## src/rtl/pc_display_sampler.sv

```systemverilog
// pc_display_sampler
//   Sits between the cpu writeback stage and the hex display chain. Each distinct retired PC is
//   captured into a small FIFO and replayed on disp_num at a human-readable rate. Freeze plus
//   single-step is available for board debug, and PCs lost to FIFO overflow are counted.
//
// Ports
//   clk        core clock, rising edge
//   rst        asynchronous active-low reset
//   pc_WB      writeback-stage PC
//   flush_WB   1 = writeback slot flushed, pc_WB is not a retire
//   freeze     level, 1 = stop auto-advance
//   step       level from board button, rising edge advances one entry while frozen
//   disp_num   value shown on the display digits
//   disp_valid 1 once at least one PC has been displayed
//   fifo_level entries currently buffered (0..DEPTH)
//   drop_cnt   PCs lost to overflow, saturating at 8'hFF
module pc_display_sampler #(
  parameter int unsigned DATA_W      = 32,
  parameter int unsigned DEPTH       = 8,
  parameter int unsigned HOLD_CYCLES = 1 << 20
) (
  input  logic                     clk,
  input  logic                     rst,
  input  logic [DATA_W-1:0]        pc_WB,
  input  logic                     flush_WB,
  input  logic                     freeze,
  input  logic                     step,
  output logic [DATA_W-1:0]        disp_num,
  output logic                     disp_valid,
  output logic [$clog2(DEPTH):0]   fifo_level,
  output logic [7:0]               drop_cnt
);

  localparam int unsigned PtrW = $clog2(DEPTH);
  localparam int unsigned LvlW = PtrW + 1;
  localparam int unsigned CntW = $clog2(HOLD_CYCLES);

  localparam logic [LvlW-1:0] LvlFull = LvlW'(DEPTH);
  localparam logic [CntW-1:0] CntLast = CntW'(HOLD_CYCLES - 1);

  typedef enum logic [0:0] {StIdle, StShow} state_e;

  state_e              state_q, state_d;
  logic [CntW-1:0]     cnt_q, cnt_d;
  logic [DATA_W-1:0]   disp_q, disp_d;
  logic                valid_q, valid_d;
  logic [PtrW-1:0]     wr_ptr_q, wr_ptr_d;
  logic [PtrW-1:0]     rd_ptr_q, rd_ptr_d;
  logic [LvlW-1:0]     level_q, level_d;
  logic [7:0]          drop_q, drop_d;
  logic                seen_q, seen_d;
  logic [DATA_W-1:0]   last_pc_q, last_pc_d;
  logic                step_q;
  logic [DATA_W-1:0]   mem_q [DEPTH];

  logic cap, stp, advance, pop, push, drop, fifo_empty, fifo_full;

  always_comb begin
    // A repeated PC (e.g. branch-to-self) is captured once; flushed slots are invisible.
    cap        = !flush_WB && (!seen_q || (pc_WB != last_pc_q));
    stp        = step && !step_q;
    fifo_empty = (level_q == '0);
    fifo_full  = (level_q == LvlFull);

    state_d = state_q;
    cnt_d   = cnt_q;
    disp_d  = disp_q;
    valid_d = valid_q;
    advance = 1'b0;
    pop     = 1'b0;

    unique case (state_q)
      StIdle: begin
        // Ignores freeze so the first PC after reset always shows up.
        if (!fifo_empty) begin
          pop     = 1'b1;
          state_d = StShow;
        end
      end
      StShow: begin
        advance = freeze ? stp : (cnt_q == CntLast);
        if (advance) begin
          if (!fifo_empty) begin
            pop = 1'b1;
          end else begin
            state_d = StIdle;
          end
        end else if (!freeze) begin
          cnt_d = cnt_q + CntW'(1);
        end
      end
      default: state_d = StIdle;
    endcase

    if (pop) begin
      disp_d  = mem_q[rd_ptr_q];
      valid_d = 1'b1;
      cnt_d   = '0;
    end

    // Pop decisions use the pre-push level, so there is no bypass into an empty FIFO.
    push = cap && (!fifo_full || pop);
    drop = cap && fifo_full && !pop;

    wr_ptr_d = push ? wr_ptr_q + PtrW'(1) : wr_ptr_q;
    rd_ptr_d = pop  ? rd_ptr_q + PtrW'(1) : rd_ptr_q;

    unique case ({push, pop})
      2'b10:   level_d = level_q + LvlW'(1);
      2'b01:   level_d = level_q - LvlW'(1);
      default: level_d = level_q;
    endcase

    drop_d = (drop && (drop_q != 8'hFF)) ? drop_q + 8'd1 : drop_q;

    // last_pc tracks every capture, including ones that end up dropped.
    seen_d    = seen_q | cap;
    last_pc_d = cap ? pc_WB : last_pc_q;
  end

  always_ff @(posedge clk or negedge rst) begin
    if (!rst) begin
      state_q   <= StIdle;
      cnt_q     <= '0;
      disp_q    <= '0;
      valid_q   <= 1'b0;
      wr_ptr_q  <= '0;
      rd_ptr_q  <= '0;
      level_q   <= '0;
      drop_q    <= '0;
      seen_q    <= 1'b0;
      last_pc_q <= '0;
      step_q    <= 1'b0;
    end else begin
      state_q   <= state_d;
      cnt_q     <= cnt_d;
      disp_q    <= disp_d;
      valid_q   <= valid_d;
      wr_ptr_q  <= wr_ptr_d;
      rd_ptr_q  <= rd_ptr_d;
      level_q   <= level_d;
      drop_q    <= drop_d;
      seen_q    <= seen_d;
      last_pc_q <= last_pc_d;
      step_q    <= step;
    end
  end

  // Storage needs no reset; the pointers define what is valid.
  always_ff @(posedge clk) begin
    if (push) begin
      mem_q[wr_ptr_q] <= pc_WB;
    end
  end

  assign disp_num   = disp_q;
  assign disp_valid = valid_q;
  assign fifo_level = level_q;
  assign drop_cnt   = drop_q;

endmodule

```

## config.mk

```make
export PLATFORM = sky130hd
export DESIGN_NAME = pc_display_sampler
export DESIGN_NICKNAME = d
export VERILOG_FILES = /design/src/rtl/pc_display_sampler.sv
export SDC_FILE = /design/constraint.sdc
export NUM_CORES = 1
export LEC_CHECK = 0
export ABC_AREA = 1
export CELL_PAD_IN_SITES_DETAIL_PLACEMENT = 1
export CELL_PAD_IN_SITES_GLOBAL_PLACEMENT = 2
export CORE_MARGIN = 2
export CORE_UTILIZATION = 30
export CTS_CLUSTER_DIAMETER = 120
export DETAILED_ROUTE_END_ITERATION = 7
export PLACE_DENSITY = 0.66
export SLEW_MARGIN = 15
export SYNTH_ARGS = -nofsm -noshare
export SYNTH_HDL_FRONTEND = slang
export SYNTH_SLANG_ARGS = --single-unit
export TNS_END_PERCENT = 100
```

## constraint.sdc

```tcl
create_clock -name clk -period 4 [get_ports clk]
set_clock_uncertainty 0.1 [all_clocks]
set_input_delay 1.2 -clock clk [delete_from_list [all_inputs] [get_ports clk]]
set_output_delay 1.2 -clock clk [all_outputs]
set_load 0.005 [all_outputs]
```

## Yosys cells after proc, flatten, opt, wreduce, memory -nomap -nowiden

Memories as Yosys holds them, arrays and structs flattened. A register that Yosys moved wholly into a read port is not among the register bits.
Index checks and enable logic that the tools add are counted.

| storage, ports and cells | value |
|---|---|
| register bits after elaboration | 74 |
| memory bits (writable) | 256 |
| input port bits | 37 |
| output and inout port bits | 45 |
| word-level logic and storage cells | 58 |
| memories kept | 1 |

Memories:

| memory | depth | bits a word | rd ports | clocked after Yosys merged registers in | wr ports | RTL line | text |
|---|---|---|---|---|---|---|---|
| mem_q | 8 | 32 | 1 | 1 | 1 | 54 | `logic [DATA_W-1:0] mem_q [DEPTH];` |

| cells by class | value |
|---|---|
| $add $sub $neg | 6 |
| equality and inequality tests | 8 |
| mux-type cells | 13 |
| bitwise gates (word level) | 2 |
| reduce and logical (&&, ||, !) cells | 18 |

Operators with widths:

| operator | number |
|---|---|
| 2-to-1 mux 20 bit | 4 |
| != test 32 bit | 1 |
| adder 20 x 1 -> 20 bit, second input constant | 1 |
| == test 20 bit, second input constant | 1 |
| adder 8 x 1 -> 8 bit, second input constant | 1 |
| != test 8 bit, second input constant | 1 |
| case mux 4 bit (2 select lines) | 1 |
| adder 3 x 1 -> 3 bit, second input constant | 2 |
| logical AND 1 bit | 6 |
| zero test 1 bit | 6 |
| 2-to-1 mux 1 bit | 6 |
| adder 4 x 1 -> 4 bit, second input constant | 1 |
| == test 4 bit, second input constant | 1 |
| zero test 4 bit | 1 |
| case mux 1 bit (2 select lines) | 2 |
| nonzero test 2 bit | 2 |
| subtractor 4 x 1 -> 4 bit, second input constant | 1 |
| AND reduction 3 bit | 1 |
| == test 2 x 1 -> 1 bit, second input constant | 1 |
| == test 2 bit, second input constant | 1 |
| logical OR 1 bit | 2 |
| != test 2 x 1 -> 1 bit, second input constant | 1 |
| != test 2 bit, second input constant | 1 |
| inverter 1 bit | 1 |
| OR 1 bit | 1 |

## Longest topological paths before layout

| depth | value |
|---|---|
| depth in word-level cells | 9 |
| gate-level depth with buffers | 21 |
| mapped depth without buffers | 21 |

## Least setup slack after synthesis

OpenSTA, ideal clock, no wires.

| path | value |
|---|---|
| path type | input-to-reg |
| start point | input port pc_WB[27] |
| end point | memory mem_q[0][0] (enable) |
| library setup time | 0.421 ns |
| arrival time | 3.545 ns |
| data required time | 3.479 ns |
| slack | -0.066 ns |
| cell stages on the path | 12 |
| buffers on the path | 0 |
| path through | inv_1 or2_0 nand4_1 nor2_1 nand2_1 nor2_1 nand2_1 nand2_2 nor2_4 inv_2 or2_4 nor2_1 |

| on the way | value |
|---|---|
| cells in the longest elaborated chain, start to end | 6 |

RTL lines:

| item | RTL line | text |
|---|---|---|
| start: declaration | 24 | `input logic [DATA_W-1:0] pc_WB,` |
| != test 32 bit | 60 | `cap = !flush_WB && (!seen_q \|\| (pc_WB != last_pc_q));` |
| logical OR 1 bit | 60 |  |
| logical AND 1 bit | 60 |  |
| logical AND 1 bit | 102 | `push = cap && (!fifo_full \|\| pop);` |
| 2-to-1 mux 1 bit | 151 | `if (push) begin` |
| 2-to-1 mux 1 bit (not written as such) | 152 | `mem_q[wr_ptr_q] <= pc_WB;` |
| end: declaration | 54 |  |

Every way passes these cells.

## Final worst setup path

| path | value |
|---|---|
| start point | input port pc_WB[16] |
| end point | register level_q[3] (netlist: fifo_level[3]) |

| on the way | value |
|---|---|
| cells in the longest elaborated chain, start to end | 6 |
| elaborated cells on any way between the ends | 8 |
| those cells by class | 3 x eq/ne; 1 x mux; 4 x reduce/logical |

RTL lines:

| item | RTL line | text |
|---|---|---|
| != test 32 bit * | 60 |  |
| logical OR 1 bit * | 60 |  |
| logical AND 1 bit * | 60 |  |
| logical AND 1 bit * | 102 |  |
| == test 2 x 1 -> 1 bit or == test 2 bit (tied branches) | 108 | `unique case ({push, pop})` |
| case mux 4 bit (2 select lines) or nonzero test 2 bit (tied branches) | - |  |
| end signal: assignment | 141 | `level_q <= level_d;` |
| end: declaration | 49 | `logic [LvlW-1:0] level_q, level_d;` |

Mark *: on every way between the ends. The rest lies on a longest branch, timed or not.
A chain may end at the register's enable or synchronous reset.

==> metrics <==
status finished clean; pre-CTS WS -0.251 ns; Initial Util 30.2%; WS Path Type in -> reg; DRC errors left 0; DR iter-0 viols 592; share of cells above drive strength 1 11.7%; fill cell count 5,513; CTS Sinks 362; FF-to-FF setup slack 1.13 ns; die area 0.0520 mm2; CP Data Arrival Time 3.96 ns; vias in the first global route 11,184; Syn Nets 1,398; cell leakage power 6.92 nW; NumNets Final 1,533; hpwl dp 27.7 mm; drt pass-1 iters 4; sequential share of the synthesized area 68.6%; Final Hold Vio Count 0; unrepaired setup endpoints after global routing no; Vias/cell 4.75; CTS tree yes; wire length per cell 19.4 um; post-route ant nets 0; largest net degree at the start of global routing 79; vias post-DR 10,429; largest area contributor in the netlist edfxtp_1; Pint 8.24 mW; Hold Startpoint seen_q; Tightest Pin Transition 0.784 ns; yosys warns 0; worst relative slew slack 47.7%; port bufs 81; FP Rows 82; worst hold path depth 2; Final Critical Period 3.63 ns; GRT Residual Overflow 0; Max Clock Freq 275 MHz; Ant. Diodes 0; power density over cell area 666 mW/mm2; area share of the largest cell type after synthesis 51.0%; Final Max Tran Viols 0; core box area 0.0499 mm2; Reg power frac 41.0%; Final GP Congestion 0.782; Clock transition at path regs 0.06 ns; top cells by area, synth edfxtp_1 (51%), dfrtp_1 (18%), nand2_1 (5.9%), o21ai_0 (5.3%), nor2_1 (5.1%); hold_buf cts 0; max-cap viol count 0; crit end category flip-flop; CP Launch Type primary input; total power draw 12.4 mW; slack of the critical path 0.369 ns; Worst-Skew Late Latency 0.54 ns; met1 GRT Util 22.6%; Num CTS Buffers 41; Avg Inst Size Synth 11.1 um2; total track usage 16.5%; M3 GR Usage 2.26%; Max rail drop VDD 233 uV; Worst Reg-to-Reg Cells 18; non-filler cells, final 2,194; gr busiest metal met2; Cells after Synth 1,354; reg-to-reg critical path startpoint cnt_q[0]; required time worst endpoint 4.33 ns; most common cell after layout, fill and taps aside edfxtp_1; TNS Setup 0 ns; dpl cells 2,118; Net Sw Frac 33.4%; Detailed Route WL 42.5 mm; Final Setup Violations 0; Syn-to-layout area delta 23.3%; first-pass GRT wire length 66.8 mm; met2 Usage GRT 27.5%; worst-case clock buffer depth 3; Die X-Extent 228 um; initial antenna violation count 0; crit-path max FO 3; Clock Power Share 30.5%; H-Tree Depth 2; commonest cells after routing, fill and taps aside edfxtp_1 (256), nand2_1 (236), nor2_1 (196); RR Endpoint fifo_level[3]; Hold WC Path Type reg -> reg; CTS root buf clkbuf_16; Hold EP seen_q; Unique masters post-synth 40; Comb power frac 28.5%; final clock period utilization by the worst path 90.8%; die extent in y 228 um; flops & latches, synth 362; # IOs 82; P_sw 4.14 mW; mapped cell area 0.0151 mm2
[through the flow]
stage | instance area, um2 | util, % | hold WS, ns
4_1_cts | 18600 | 37.3 | 0.360
3_5_place_dp | 17200 | 34.6 | 0.343
5_1_grt | 18600 | 37.3 | 0.414
3_3_place_gp | 17200 | 34.6 | 0.337
6_report | 18600 | 37.3 | 0.355
2_1_floorplan | 15100 | - | 0.321
[critical path, stage by stage]
cell and delay, ns:
clkdlybuf4s50_1 0.50, inv_1 0.07, nand2_1 0.07, nand2_1 0.05, nor2_1 0.30, nand2_1 0.11
nor2_1 0.15, inv_1 0.06, nor2_1 0.10, nand2_1 0.09, nand2_2 0.13, nand2_2 0.07
inv_1 0.09, ha_1 0.26, nand2_1 0.07, nand2_1 0.05, a31oi_1 0.23, inv_1 0.10
nand4_1 0.10, nand3_1 0.07, nand2_1 0.06, inv_1 0.04
[cells in the mapped netlist (all sizes together)]
cell / number
a22o: 1
nand2: 246
dfrtp: 106
fa: 1
ha: 6
inv: 92
xor2: 17
clkbuf: 43
clkinv: 1
edfxtp: 256
buf: 24
o22ai: 64
a21oi: 7
nand4: 14
xnor2: 12
o21ai: 165
o31ai: 7
or2: 4
nor3: 16
a31oi: 33
nor4: 1
o21bai: 2
nor2: 210
nand3: 26
[sequential cells by signal, indices dropped and copies added (netlist names)]
signal,cells
drop_cnt,8
fifo_level,4
state_q,1
disp_num,32
cnt_q,20
step_q,1
wr_ptr_q,3
rd_ptr_q,3
seen_q,1
disp_valid,1
mem_q,256
last_pc_q,32
[metal layers]
layer,part of all wire (%),wire [um],vias to the layer above
met4,2.4,1000,0
met2,47,20000,140
met1,48,20300,5288
li1,-,-,4954
met3,3.1,1300,47
met5,0,0,-
[how the worst max path moves through the flow]
stage | end | startpoint | slack (ns) | cells after the start
2_1_floorplan | mem_q[0][0] | pc_WB[27] | -0.07 | 12
3_3_place_gp | fifo_level[3] | pc_WB[21] | -0.14 | 22
3_5_place_dp | fifo_level[3] | pc_WB[21] | -0.25 | 22
4_1_cts | fifo_level[3] | pc_WB[21] | 0.29 | 22
5_1_grt | fifo_level[3] | pc_WB[16] | 0.13 | 22
6_report | fifo_level[3] | pc_WB[16] | 0.37 | 22
[area by class of cell]
| type | instances | area, um2 | share of cell area (%) |
|---|---|---|---|
| well taps | 672 | 841 | 4.52 |
| clock inverters | 24 | 231 | 1.25 |
| repair buffers | 159 | 1600 | 8.59 |
| inverters | 93 | 355 | 1.91 |
| clock buffers | 52 | 1110 | 5.97 |
| multi-input cells | 832 | 4110 | 22.1 |
| flip-flops and latches | 362 | 10300 | 55.7 |
[power by group through the flow]
stage               clock network, mW  registers (mW)  logic, mW
detailed placement                  0            5.16       3.59
global route                     4.02            5.15       3.97
global placement                    0            5.14       3.53
floorplan                           0            5.01       2.01
finish                           3.78            5.07       3.53
CTS                              3.90            5.09       3.60
[cells by family after synthesis]
logic type               count (synthesis)  synth area share (%)
AO/OA/AOI/OAI                          279                  10.3
flip-flops                             362                  68.6
buffers and inverters                  160                  4.53
XOR/XNOR                                29                  1.69
adder cells (fa/ha/maj)                  7                 0.631
AND/OR/NAND/NOR                        517                  14.2
[what timing repair did]
action | in CTS | in global routing
endpoints found under the setup margin | 0 | 1
hold endpoints to repair | 0 | 0
gates resized for setup | 0 | 1
setup buffers | 0 | 0
Power figures use the tool's default switching activity.
